## config.mk

```make
export PLATFORM = sky130hd
export DESIGN_NAME = ssp_master
export DESIGN_NICKNAME = d
export VERILOG_FILES = /design/src/rtl/ssp_master_pkg.sv /design/src/rtl/ssp_sck_gen.sv /design/src/rtl/ssp_master.sv
export SDC_FILE = /design/constraint.sdc
export NUM_CORES = 1
export LEC_CHECK = 0
export CELL_PAD_IN_SITES_DETAIL_PLACEMENT = 1
export CELL_PAD_IN_SITES_GLOBAL_PLACEMENT = 1
export CORE_UTILIZATION = 44
export CTS_CLUSTER_DIAMETER = 30
export CTS_CLUSTER_SIZE = 24
export DETAILED_ROUTE_END_ITERATION = 10
export GPL_TIMING_DRIVEN = 0
export PLACE_DENSITY = 0.79
export SETUP_SLACK_MARGIN = 0.02
export SKIP_LAST_GASP = 1
export SYNTH_ARGS = -nofsm -noshare
export SYNTH_HDL_FRONTEND = slang
export SYNTH_HIERARCHICAL = 1
export SYNTH_SLANG_ARGS = --single-unit
```

## constraint.sdc

```tcl
create_clock -name Clk -period 3.1 [get_ports Clk]
set_input_delay 0.62 -clock Clk [delete_from_list [all_inputs] [get_ports Clk]]
set_output_delay 0.62 -clock Clk [all_outputs]
set_load 0.05 [all_outputs]
```

## src/rtl/ssp_master_pkg.sv

```systemverilog
// Shared types and frame layout for the SSP initiator.
package ssp_master_pkg;

  typedef enum logic [1:0] {
    IDLE  = 2'd0,
    SHIFT = 2'd1,
    HOLD  = 2'd2,
    GAP   = 2'd3
  } state_e;

  localparam int FRAME_W = 16;
  localparam int RA_MSB  = 15;
  localparam int WNR_BIT = 12;
  localparam int DATA_W  = 12;
  localparam int STS_W   = 4;

  function automatic logic [FRAME_W-1:0] pack_frame(input logic [2:0]        ra,
                                                    input logic              wnr,
                                                    input logic [DATA_W-1:0] di);
    logic [FRAME_W-1:0] frame;
    frame                 = {FRAME_W{1'b0}};
    frame[RA_MSB -: 3]    = ra;
    frame[WNR_BIT]        = wnr;
    frame[DATA_W-1:0]     = di;
    return frame;
  endfunction

endpackage

```

## src/rtl/ssp_sck_gen.sv

```systemverilog
// SCK generator: toggles every CLK_DIV enabled cycles, idles low when disabled,
// and flags the Clk edges that drive SCK up or down.
module ssp_sck_gen #(
  parameter int unsigned CLK_DIV = 4
) (
  input  logic clk_i,
  input  logic rst_ni,
  input  logic en_i,
  output logic sck_o,
  output logic sck_rise_o,
  output logic sck_fall_o
);

  localparam logic [7:0] HALF_LAST = 8'(CLK_DIV - 1);

  logic [7:0] cnt_q, cnt_d;
  logic       sck_q, sck_d;
  logic       wrap_s;

  // Half-period counter and SCK next state.
  always_comb begin
    cnt_d  = cnt_q;
    sck_d  = sck_q;
    wrap_s = en_i && (cnt_q == HALF_LAST);
    if (!en_i) begin
      cnt_d = 8'd0;
      sck_d = 1'b0;
    end else if (wrap_s) begin
      cnt_d = 8'd0;
      sck_d = !sck_q;
    end else begin
      cnt_d = cnt_q + 8'd1;
    end
  end

  // Counter and SCK registers.
  always_ff @(posedge clk_i or negedge rst_ni) begin
    if (!rst_ni) begin
      cnt_q <= 8'd0;
      sck_q <= 1'b0;
    end else begin
      cnt_q <= cnt_d;
      sck_q <= sck_d;
    end
  end

  assign sck_o      = sck_q;
  assign sck_rise_o = wrap_s && !sck_q;
  assign sck_fall_o = wrap_s && sck_q;

endmodule

```

## src/rtl/ssp_master.sv

```systemverilog
// SSP initiator: one 16-bit mode-0 frame per accepted command, response
// captured from MISO and presented with a one-cycle Rsp_Vld pulse.
module ssp_master
  import ssp_master_pkg::*;
#(
  parameter int unsigned CLK_DIV   = 4,
  parameter int unsigned FRAME_GAP = 2
) (
  input  logic              Clk,
  input  logic              Rst,
  input  logic              Cmd_Vld,
  output logic              Cmd_Rdy,
  input  logic [2:0]        Cmd_RA,
  input  logic              Cmd_WnR,
  input  logic [DATA_W-1:0] Cmd_DI,
  output logic              Rsp_Vld,
  output logic [STS_W-1:0]  Rsp_Sts,
  output logic [DATA_W-1:0] Rsp_DO,
  output logic              Busy,
  output logic              SSP_SSEL,
  output logic              SSP_SCK,
  output logic              SSP_MOSI,
  input  logic              SSP_MISO
);

  localparam logic [7:0] HOLD_LAST = 8'(CLK_DIV - 1);
  localparam logic [7:0] GAP_LAST  = 8'(FRAME_GAP - 1);
  localparam bit         GAP_EN    = (FRAME_GAP != 0);

  state_e              state_q, state_d;
  logic [3:0]          bit_q, bit_d;
  logic [7:0]          wait_q, wait_d;
  logic [FRAME_W-1:0]  tx_q, tx_d;
  logic [FRAME_W-1:0]  rx_q, rx_d;
  logic                ssel_q, ssel_d;
  logic                rsp_vld_q, rsp_vld_d;
  logic [STS_W-1:0]    sts_q, sts_d;
  logic [DATA_W-1:0]   do_q, do_d;
  logic                sck_en_s, sck_rise_s, sck_fall_s;

  assign sck_en_s = (state_q == SHIFT);

  ssp_sck_gen #(.CLK_DIV(CLK_DIV)) u_sck_gen (
    .clk_i      (Clk),
    .rst_ni     (Rst),
    .en_i       (sck_en_s),
    .sck_o      (SSP_SCK),
    .sck_rise_o (sck_rise_s),
    .sck_fall_o (sck_fall_s)
  );

  // Frame sequencing, shift registers and response capture.
  always_comb begin
    state_d   = state_q;
    bit_d     = bit_q;
    wait_d    = wait_q;
    tx_d      = tx_q;
    rx_d      = rx_q;
    ssel_d    = ssel_q;
    rsp_vld_d = 1'b0;
    sts_d     = sts_q;
    do_d      = do_q;
    case (state_q)
      IDLE: begin
        if (Cmd_Vld) begin
          state_d = SHIFT;
          tx_d    = pack_frame(Cmd_RA, Cmd_WnR, Cmd_DI);
          bit_d   = 4'd0;
          ssel_d  = 1'b1;
        end else begin
          state_d = IDLE;
        end
      end
      SHIFT: begin
        if (sck_rise_s) begin
          rx_d = {rx_q[FRAME_W-2:0], SSP_MISO};
        end else begin
          rx_d = rx_q;
        end
        // MOSI advances on SCK falls; the 16th fall ends the data phase.
        if (sck_fall_s) begin
          tx_d  = {tx_q[FRAME_W-2:0], 1'b0};
          bit_d = bit_q + 4'd1;
          if (bit_q == 4'd15) begin
            state_d = HOLD;
            wait_d  = 8'd0;
          end else begin
            state_d = SHIFT;
          end
        end else begin
          state_d = SHIFT;
        end
      end
      HOLD: begin
        if (wait_q == HOLD_LAST) begin
          ssel_d    = 1'b0;
          rsp_vld_d = 1'b1;
          sts_d     = rx_q[FRAME_W-1 -: STS_W];
          do_d      = rx_q[DATA_W-1:0];
          wait_d    = 8'd0;
          if (GAP_EN) begin
            state_d = GAP;
          end else begin
            state_d = IDLE;
          end
        end else begin
          wait_d = wait_q + 8'd1;
        end
      end
      GAP: begin
        if (wait_q == GAP_LAST) begin
          state_d = IDLE;
        end else begin
          wait_d = wait_q + 8'd1;
        end
      end
      default: begin
        state_d = IDLE;
        ssel_d  = 1'b0;
      end
    endcase
  end

  // State and datapath registers.
  always_ff @(posedge Clk or negedge Rst) begin
    if (!Rst) begin
      state_q   <= IDLE;
      bit_q     <= 4'd0;
      wait_q    <= 8'd0;
      tx_q      <= {FRAME_W{1'b0}};
      rx_q      <= {FRAME_W{1'b0}};
      ssel_q    <= 1'b0;
      rsp_vld_q <= 1'b0;
      sts_q     <= {STS_W{1'b0}};
      do_q      <= {DATA_W{1'b0}};
    end else begin
      state_q   <= state_d;
      bit_q     <= bit_d;
      wait_q    <= wait_d;
      tx_q      <= tx_d;
      rx_q      <= rx_d;
      ssel_q    <= ssel_d;
      rsp_vld_q <= rsp_vld_d;
      sts_q     <= sts_d;
      do_q      <= do_d;
    end
  end

  assign Cmd_Rdy  = (state_q == IDLE);
  assign Busy     = !Cmd_Rdy;
  assign SSP_SSEL = ssel_q;
  assign SSP_MOSI = tx_q[FRAME_W-1];
  assign Rsp_Vld  = rsp_vld_q;
  assign Rsp_Sts  = sts_q;
  assign Rsp_DO   = do_q;

endmodule

```

* Word level (Yosys, flattened, before mapping)
Cells that the tools add are included.
Storage, ports and cells: register bits 73, output and inout bits 22
Cells by class: equality and inequality tests 14, mux-type cells 26, reductions and logical operators 15, $add $sub $neg 3
Operators with widths (number):
- 8-bit 2-to-1 mux | 6
- 16-bit 2-to-1 mux | 2
- 16-bit one-hot mux with 2 select lines | 1
- 8-bit one-hot mux with 3 select lines | 1
- 8-bit by 1-bit adder with 8-bit output (second input constant) | 2
- 8-bit by 2-bit equality test with 1-bit output (second input constant) | 2
- 2-bit != test (second input constant) | 7
- 8-bit by 1-bit equality test with 1-bit output (second input constant) | 1
- 2-bit 2-to-1 mux | 4
- 4-bit 2-to-1 mux | 2
- 2-bit one-hot mux with 4 select lines | 1
- 4-bit one-hot mux with 2 select lines | 1
- 1-bit 2-to-1 mux | 7
- 2-bit AND reduction | 3
- 3-bit AND reduction | 2
- 4-bit by 1-bit adder with 4-bit output (second input constant) | 1
- 2-bit equality test (second input constant) | 2
- 4-bit equality test (second input constant) | 1
- 4-bit AND reduction | 1
- 2-bit nonzero test | 2
- 1-bit logical AND | 3
- 3-bit nonzero test | 1
- 2-bit by 1-bit equality test with 1-bit output (second input constant) | 1
- 1-bit zero test | 2
- other kinds (2) | 2

* Longest topological paths before layout
Gate-level depths: netlist (run 1).
word-level depth 5, gate-level depth with buffers 12, depth with buffers taken out 8

* Modules after synthesis
The synthesis (run 1) kept the hierarchy.
Modules (own cells, without submodules):
- ssp_master | instances 1, cells each 221, area an instance 2835.2 um2, seq. area each 1601.5 um2
- ssp_sck_gen | instances 1, cells each 45, area an instance 437.9 um2, seq. area each 225.2 um2

* Worst setup path before layout (run 1)
Ideal clock, no wire load.
path kind register to register, start register with a tool-made name, end register tx_q[11], cell stages (with the launch flop) 13, arrival time 2.580 ns, data required time 2.965 ns, path buffers 5, setup slack 0.384 ns, setup time 0.135 ns, path through dfrtp_1 > clkbuf_8 > nor2b_1 > buf_4 > buf_2 > inv_1 > nor4_1 > mux2i_1 > or2_2 > clkbuf_1 > clkbuf_1 > nand2_1 > o21ai_0
RTL lines:
- to (signal assigned) | line ssp_master.sv:130 | tx_q <= {FRAME_W{1'b0}};
- to (signal assigned) | line ssp_master.sv:140 | tx_q <= tx_d;
- to (decl) | line ssp_master.sv:33 | logic [FRAME_W-1:0] tx_q, tx_d;

==> results.json, run 1 <==
{
  "async_flop_share_pct": 100,
  "clk_latency_ps": 350,
  "status": "finished clean",
  "rows": 31,
  "slew_headroom_pct": 64.8,
  "vias": 2195,
  "synth_most_common_cell": "dfrtp_1",
  "ios": 42,
  "seq_area_frac_synth_pct": 55.8,
  "cpMostUsedCell": "clkbuf_1",
  "h-tree-depth": 3,
  "netlist_area_um2": 3270,
  "n_antenna_cell": 0,
  "synth_common_cells": "73 x dfrtp_1, 25 x mux2_2, 25 x nand2_1, 20 x o21ai_0, 17 x mux2i_1",
  "crit_fanout": 20,
  "ff_latch_area_um2": 1830,
  "synth_top_cell_by_area": "dfrtp_1",
  "core_um2": 7210,
  "clkSlewWorstSetupHoldPaths_ps": 80,
  "pwr-share-clk_pct": 46.9,
  "grt_pass1_wl_mm": 11.0,
  "fmax_mhz": 357,
  "nets": 343,
  "synth.avg_cell_area_um2": 12.3,
  "hold_slack_ps": 211,
  "synth-edff-count": 0,
  "routed_wl_mm": 6.58,
  "drc": 0,
  "synth_flop_cell": "dfrtp_1",
  "cts_buffers": 9,
  "die_area_um2": 7790,
  "drv_slew": 0,
  "startpoint_type": "flop",
  "pwr-share-seq_pct": 49.9,
  "p_comb_share_pct": 3.2,
  "crit_type": "reg2reg",
  "drt_iter0_markers": 64,
  "grt_pass1_vias": 2305,
  "cellPowerDensity_nw_per_um2": 476,
  "ys_top_cells_by_area": "dfrtp_1 56%, mux2_2 8.6%, mux2i_1 5.2%",
  "dp_cells": 407,
  "cp_slowest_cell": "nor4_4",
  "dp_hpwl_mm": 4.45,
  "drive_above_1_share_pct": 20.1,
  "root_buffer": "clkbuf_8",
  "fin_crit_sh_pct": 90.4,
  "antenna_found_initial": 0,
  "path_buf_inv": 5,
  "antenna_left": 0,
  "yosys_warnings": 6,
  "cts_max_path_buffers": 2,
  "hp-class": "in2async",
  "nFillCells": 764,
  "die_w_um": 88.3,
  "ctsHoldBuffers": 0,
  "portBuffers": 41,
  "critPathCaptureType": "flop",
  "ys_ff_latch": 73,
  "path_delay_family": "buffers and inverters",
  "rsz0062_at_grt": "no",
  "area_delta_synth_final_pct": 24.7,
  "gp_congestion": 0.713,
  "multi_input_area_um2": 1350,
  "drv_cap": 0,
  "die_y_um": 88.3,
  "p_int_w": 0.00153,
  "syn_inst": 266,
  "crit_chain": "clkbuf_8, nor2b_1, buf_6, inv_1, nor4_4, mux2i_1, or2_2, clkbuf_1, clkbuf_1, nand2_1, o21ai_0",
  "firstDrtPassIters": 4,
  "finalHoldViolations": 0,
  "grt_max_degree": 41,
  "arrival_ps": 3020,
  "cts_sinks": 73,
  "synth_fp_nets": 291,
  "wl_per_cell_um": 15.6,
  "viasPerCell": 5.20,
  "fin_tns_setup_ps": 0,
  "instances_no_fill": 422,
  "initial_core_util_pct": 45.4,
  "period_needed_ps": 2800,
  "yosysTopAreaCellShare_pct": 55.8,
  "slowest_delay_ps": 460,
  "track_usage_pct": 18.9,
  "p_sw_w": 0.000410,
  "worstPathRequired_ps": 3320,
  "ys_types": 48,
  "worstMarginPinSlew_ps": 526,
  "p_sw_share_pct": 21.1,
  "grt_overflow_total": 0,
  "cts_tree": "built",
  "setup_viol": 0,
  "leakage_nw": 1.98,
  "ir_drop_uv": 324,
  "finClkSkew_ps": 17.4
}
path summary, 6_finish.rpt:
check	endpoint	slack [ps]	cells past startpoint
max reg2reg	tx_q[6]	300	11
min in group Clk	tx_q[10]	490	2
min	tx_q[13]	210	1
max	tx_q[6]	300	11
min reg2reg	tx_q[10]	490	2
max in group asynchronous	rx_q[1]	2320	2
routing by layer:
| layer | track usage, % | wire length (µm) | vias to the layer above |
|---|---|---|---|
| met4 | 7.04 | 121 | 0 |
| met2 | 30.6 | 3210 | 34 |
| met5 | 0 | 0 | - |
| li1 | - | - | 1051 |
| met1 | 24.4 | 3020 | 1100 |
| met3 | 5.04 | 233 | 10 |
power groups by stage:
stage          sequential (W)  combinational (W)  clock (W)
2_1_floorplan        0.000988          0.0000110          0
3_3_place_gp         0.000987          0.0000599          0
3_5_place_dp         0.000988          0.0000639          0
4_1_cts              0.000969          0.0000642   0.000932
5_1_grt              0.000970          0.0000698   0.000967
6_report             0.000969          0.0000618   0.000911
cells by family (layout without fill, tap and decap cells):
group	Yosys count	count (layout)	synth area share (%)
adders and majority gates	5	5	1.91
and+or+nand+nor	72	72	12.4
xor gates and xnor gates	5	5	1.34
DFF	73	73	55.8
muxes	49	49	17.0
buffers and inverters	20	77	3.33
AOI/OAI and AO/OA	42	42	8.18
registers in the layout (all words and copies together), names as in the netlist, named ones only:
register / flops
bit_q: 4
wait_q: 8
SSP_SSEL: 1
u_sck_gen/sck_o: 1
rx_q: 16
tx_q: 16
Rsp_Sts: 4
Rsp_Vld: 1
state_q: 1
u_sck_gen/cnt_q: 8
Rsp_DO: 12
layout by cell type (no fill, tap or decap), drive strengths merged, types with 2 or more instances in the layout:
| master | Yosys | routed |
|---|---|---|
| a22o | 3 | 3 |
| dfrtp | 73 | 73 |
| o21ai | 21 | 21 |
| ha | 5 | 5 |
| a21o | 2 | 2 |
| buf | 4 | 5 |
| or3 | 5 | 5 |
| clkinvlp | 0 | 2 |
| a211o | 2 | 2 |
| nand3b | 2 | 2 |
| mux2 | 32 | 32 |
| nor3 | 3 | 3 |
| bufinv | 0 | 3 |
| nand4 | 5 | 5 |
| clkdlybuf4s50 | 0 | 40 |
| xnor2 | 2 | 2 |
| o211ai | 2 | 2 |
| mux2i | 17 | 17 |
| nor2 | 7 | 7 |
| nor4 | 3 | 3 |
| a32o | 2 | 2 |
| inv | 9 | 10 |
| nor3b | 2 | 2 |
| a21oi | 4 | 4 |
| clkbuf | 7 | 17 |
| a31oi | 2 | 2 |
| and3 | 4 | 4 |
| nand3 | 8 | 8 |
| nand2 | 26 | 26 |
| xor2 | 3 | 3 |
layout make-up:
cell class                      count  area share [%]
Sequential cell                    73            44.8
Multi-Input combinational cell    173            33.1
Timing Repair Buffer               42            10.5
Clock buffer                       10            3.13
Tap cell                           99            3.04
Clock inverter                      6            2.79
Buffer                             10            1.81
Inverter                            9           0.828
stage by stage:
stage	total power [W]	instance area [µm²]	setup WS (ps)	util, %
finish	0.00194	4080	296	56.6
global route	0.00201	4080	59.3	56.6
CTS	0.00196	4080	203	56.5
detailed placement	0.00105	3820	-358	53.0
global placement	0.00105	3810	-1130	52.8
floorplan	0.000999	3270	384	-
what timing repair did:
item / 4_1_cts / 5_1_grt
endpoints found under the setup margin: 28 / 7
gates cloned: 0 / 0
hold endpoints to repair: 0 / 0
gates resized for setup: 2 / 1
setup buffers: 0 / 0
Power figures use the tool's default switching activity.
==> run 2, diff against run 1 <==
- ABC_CLOCK_PERIOD_IN_PS: default -> 3100
- CORE_MARGIN: default -> 2
==> run 2 against run 1 <==
- die area rose by 4.6%
- wire length up 1.9%
- utilization decreased by 0.47 points
- setup slack better by 24 ps
- count of clock-buffer cells in the layout fell by 1
- largest power group unchanged
- register-to-register slack improved by 20 ps
- critical path depth stayed put
- clock power is 16% lower
- sequential power hardly changed
- via count increased by 1.4%
==> results.json, run 2 (synthesized netlist as in run 1, its figures left out) <==
{
  "cpMostUsedCell": "clkbuf_1",
  "fmax_mhz": 360,
  "gp_congestion": 0.723,
  "period_needed_ps": 2780,
  "ctsHoldBuffers": 0,
  "initial_core_util_pct": 45.4,
  "rows": 31,
  "worstMarginPinSlew_ps": 522,
  "slew_headroom_pct": 65.1,
  "finClkSkew_ps": 10.4,
  "arrival_ps": 3000,
  "startpoint_type": "flop",
  "mostFrequentLayoutCell": "dfrtp_1",
  "drv_slew": 0,
  "routed_wl_mm": 6.70,
  "ios": 42,
  "worst-r2r-cell-count": 11,
  "grt_overflow_total": 0,
  "dp_cells": 407,
  "firstDrtPassIters": 4,
  "leakage_nw": 1.97,
  "grt_pass1_vias": 2468,
  "hp-class": "in2async",
  "die_area_um2": 8150,
  "grt_pass1_wl_mm": 11.9,
  "instances_no_fill": 422,
  "area_delta_synth_final_pct": 23.6,
  "die_y_um": 90.3,
  "drv_cap": 0,
  "core_um2": 7210,
  "crit_fanout": 20,
  "antenna_left": 0,
  "portBuffers": 41,
  "cts_sinks": 73,
  "design_area_um2": 4050,
  "path_buf_inv": 5,
  "status": "finished clean",
  "antenna_found_initial": 0,
  "placed_area_um2": 3830,
  "h-tree-depth": 3,
  "critPathCaptureType": "flop",
  "r2r_slack_ps": 320,
  "nets": 343,
  "drt_iter0_markers": 83,
  "vias": 2226,
  "cp_slowest_cell": "dfrtp_1",
  "finalHoldViolations": 0,
  "wl_per_cell_um": 15.9,
  "ir_drop_uv": 251,
  "clkSlewWorstSetupHoldPaths_ps": 80,
  "rsz0062_at_grt": "no",
  "track_usage_pct": 18.4,
  "grt_max_degree": 59,
  "final_cell_mix": "73 x dfrtp_1, 40 x clkdlybuf4s50_1, 25 x mux2_2, 25 x nand2_1, 20 x o21ai_0",
  "path_delay_family": "buffers and inverters",
  "fin_crit_sh_pct": 89.7,
  "cts_tree": "built",
  "hold_slack_ps": 130,
  "finalPower_w": 0.00180,
  "n_antenna_cell": 0,
  "die_w_um": 90.3,
  "cellPowerDensity_nw_per_um2": 445,
  "crit_chain": "clkbuf_8, nor2b_1, buf_4, inv_1, nor4_4, mux2i_1, or2_2, clkbuf_1, clkbuf_1, nand2_1, o21ai_0",
  "post_cts.repair.setup_buffers": 0,
  "root_buffer": "clkbuf_8",
  "crit_type": "reg2reg",
  "drive_above_1_share_pct": 20.4,
  "clk_latency_ps": 350,
  "cts_buffers": 9,
  "dp_hpwl_mm": 4.58,
  "slowest_delay_ps": 390,
  "cts_max_path_buffers": 2,
  "drc": 0,
  "r2r-end": "tx_q[12]",
  "viasPerCell": 5.27,
  "setup_viol": 0,
  "worstPathRequired_ps": 3320
}
[run 2: power breakdown]
part           leakage, nW  internal (W)  switching [W]
registers            0.964      0.000962     0.00000682
clock network        0.101      0.000380       0.000388
logic                0.903     0.0000330      0.0000305
total                 1.97       0.00137       0.000425
[run 2: worst reg2reg max path, stage by stage, from the launching register on]
cell and delay [ps]:
dfrtp_1 390, clkbuf_8 180, nor2b_1 120, buf_4 320, inv_1 210, nor4_4 390
mux2i_1 130, or2_2 280, clkbuf_1 170, clkbuf_1 260, nand2_1 120, o21ai_0 80
[run 2: worst max path at each step]
stage	endpoint	slack [ps]	cells after the start
floorplan	tx_q[11]	380	12
global placement	Rsp_DO[9]	-1120	1
detailed placement	tx_q[9]	-360	12
CTS	tx_q[9]	210	11
global route	tx_q[7]	30	11
finish	tx_q[12]	320	11
[run 2: timing repair]
item	in CTS	in global routing
setup endpoints to repair	28	13
pin swaps	0	1
gates resized for setup	2	0
endpoints found under the hold margin	0	0
gates cloned	0	0
[run 2: area by class of cell]
type / count / area (µm²)
plain buffers: 10 / 70.1
clock buffers: 9 / 124
clock inverters: 7 / 80.1
fillers: 771 / 3170
inverters: 9 / 33.8
multi-input cells: 173 / 1350
flip-flops and latches: 73 / 1830
well taps: 99 / 124
repair buffers: 42 / 435
[run 2: through the flow]
step	TNS, ps	setup slack [ps]	util [%]
final	0	320	56.1
after global routing	0	28.9	56.1
after CTS	0	215	56.1
after detailed placement	-7360	-360	53.1
after global placement	-85450	-1120	52.8
after floorplan	0	384	-
[run 2: metal layers]
metal | share of wire (%) | GRT usage, % | up-vias
met5 | 0 | 0 | -
met1 | 45 | 23.0 | 1128
met2 | 50 | 30.8 | 34
met3 | 4.1 | 5.01 | 10
li1 | - | - | 1054
met4 | 1.6 | 6.41 | 0
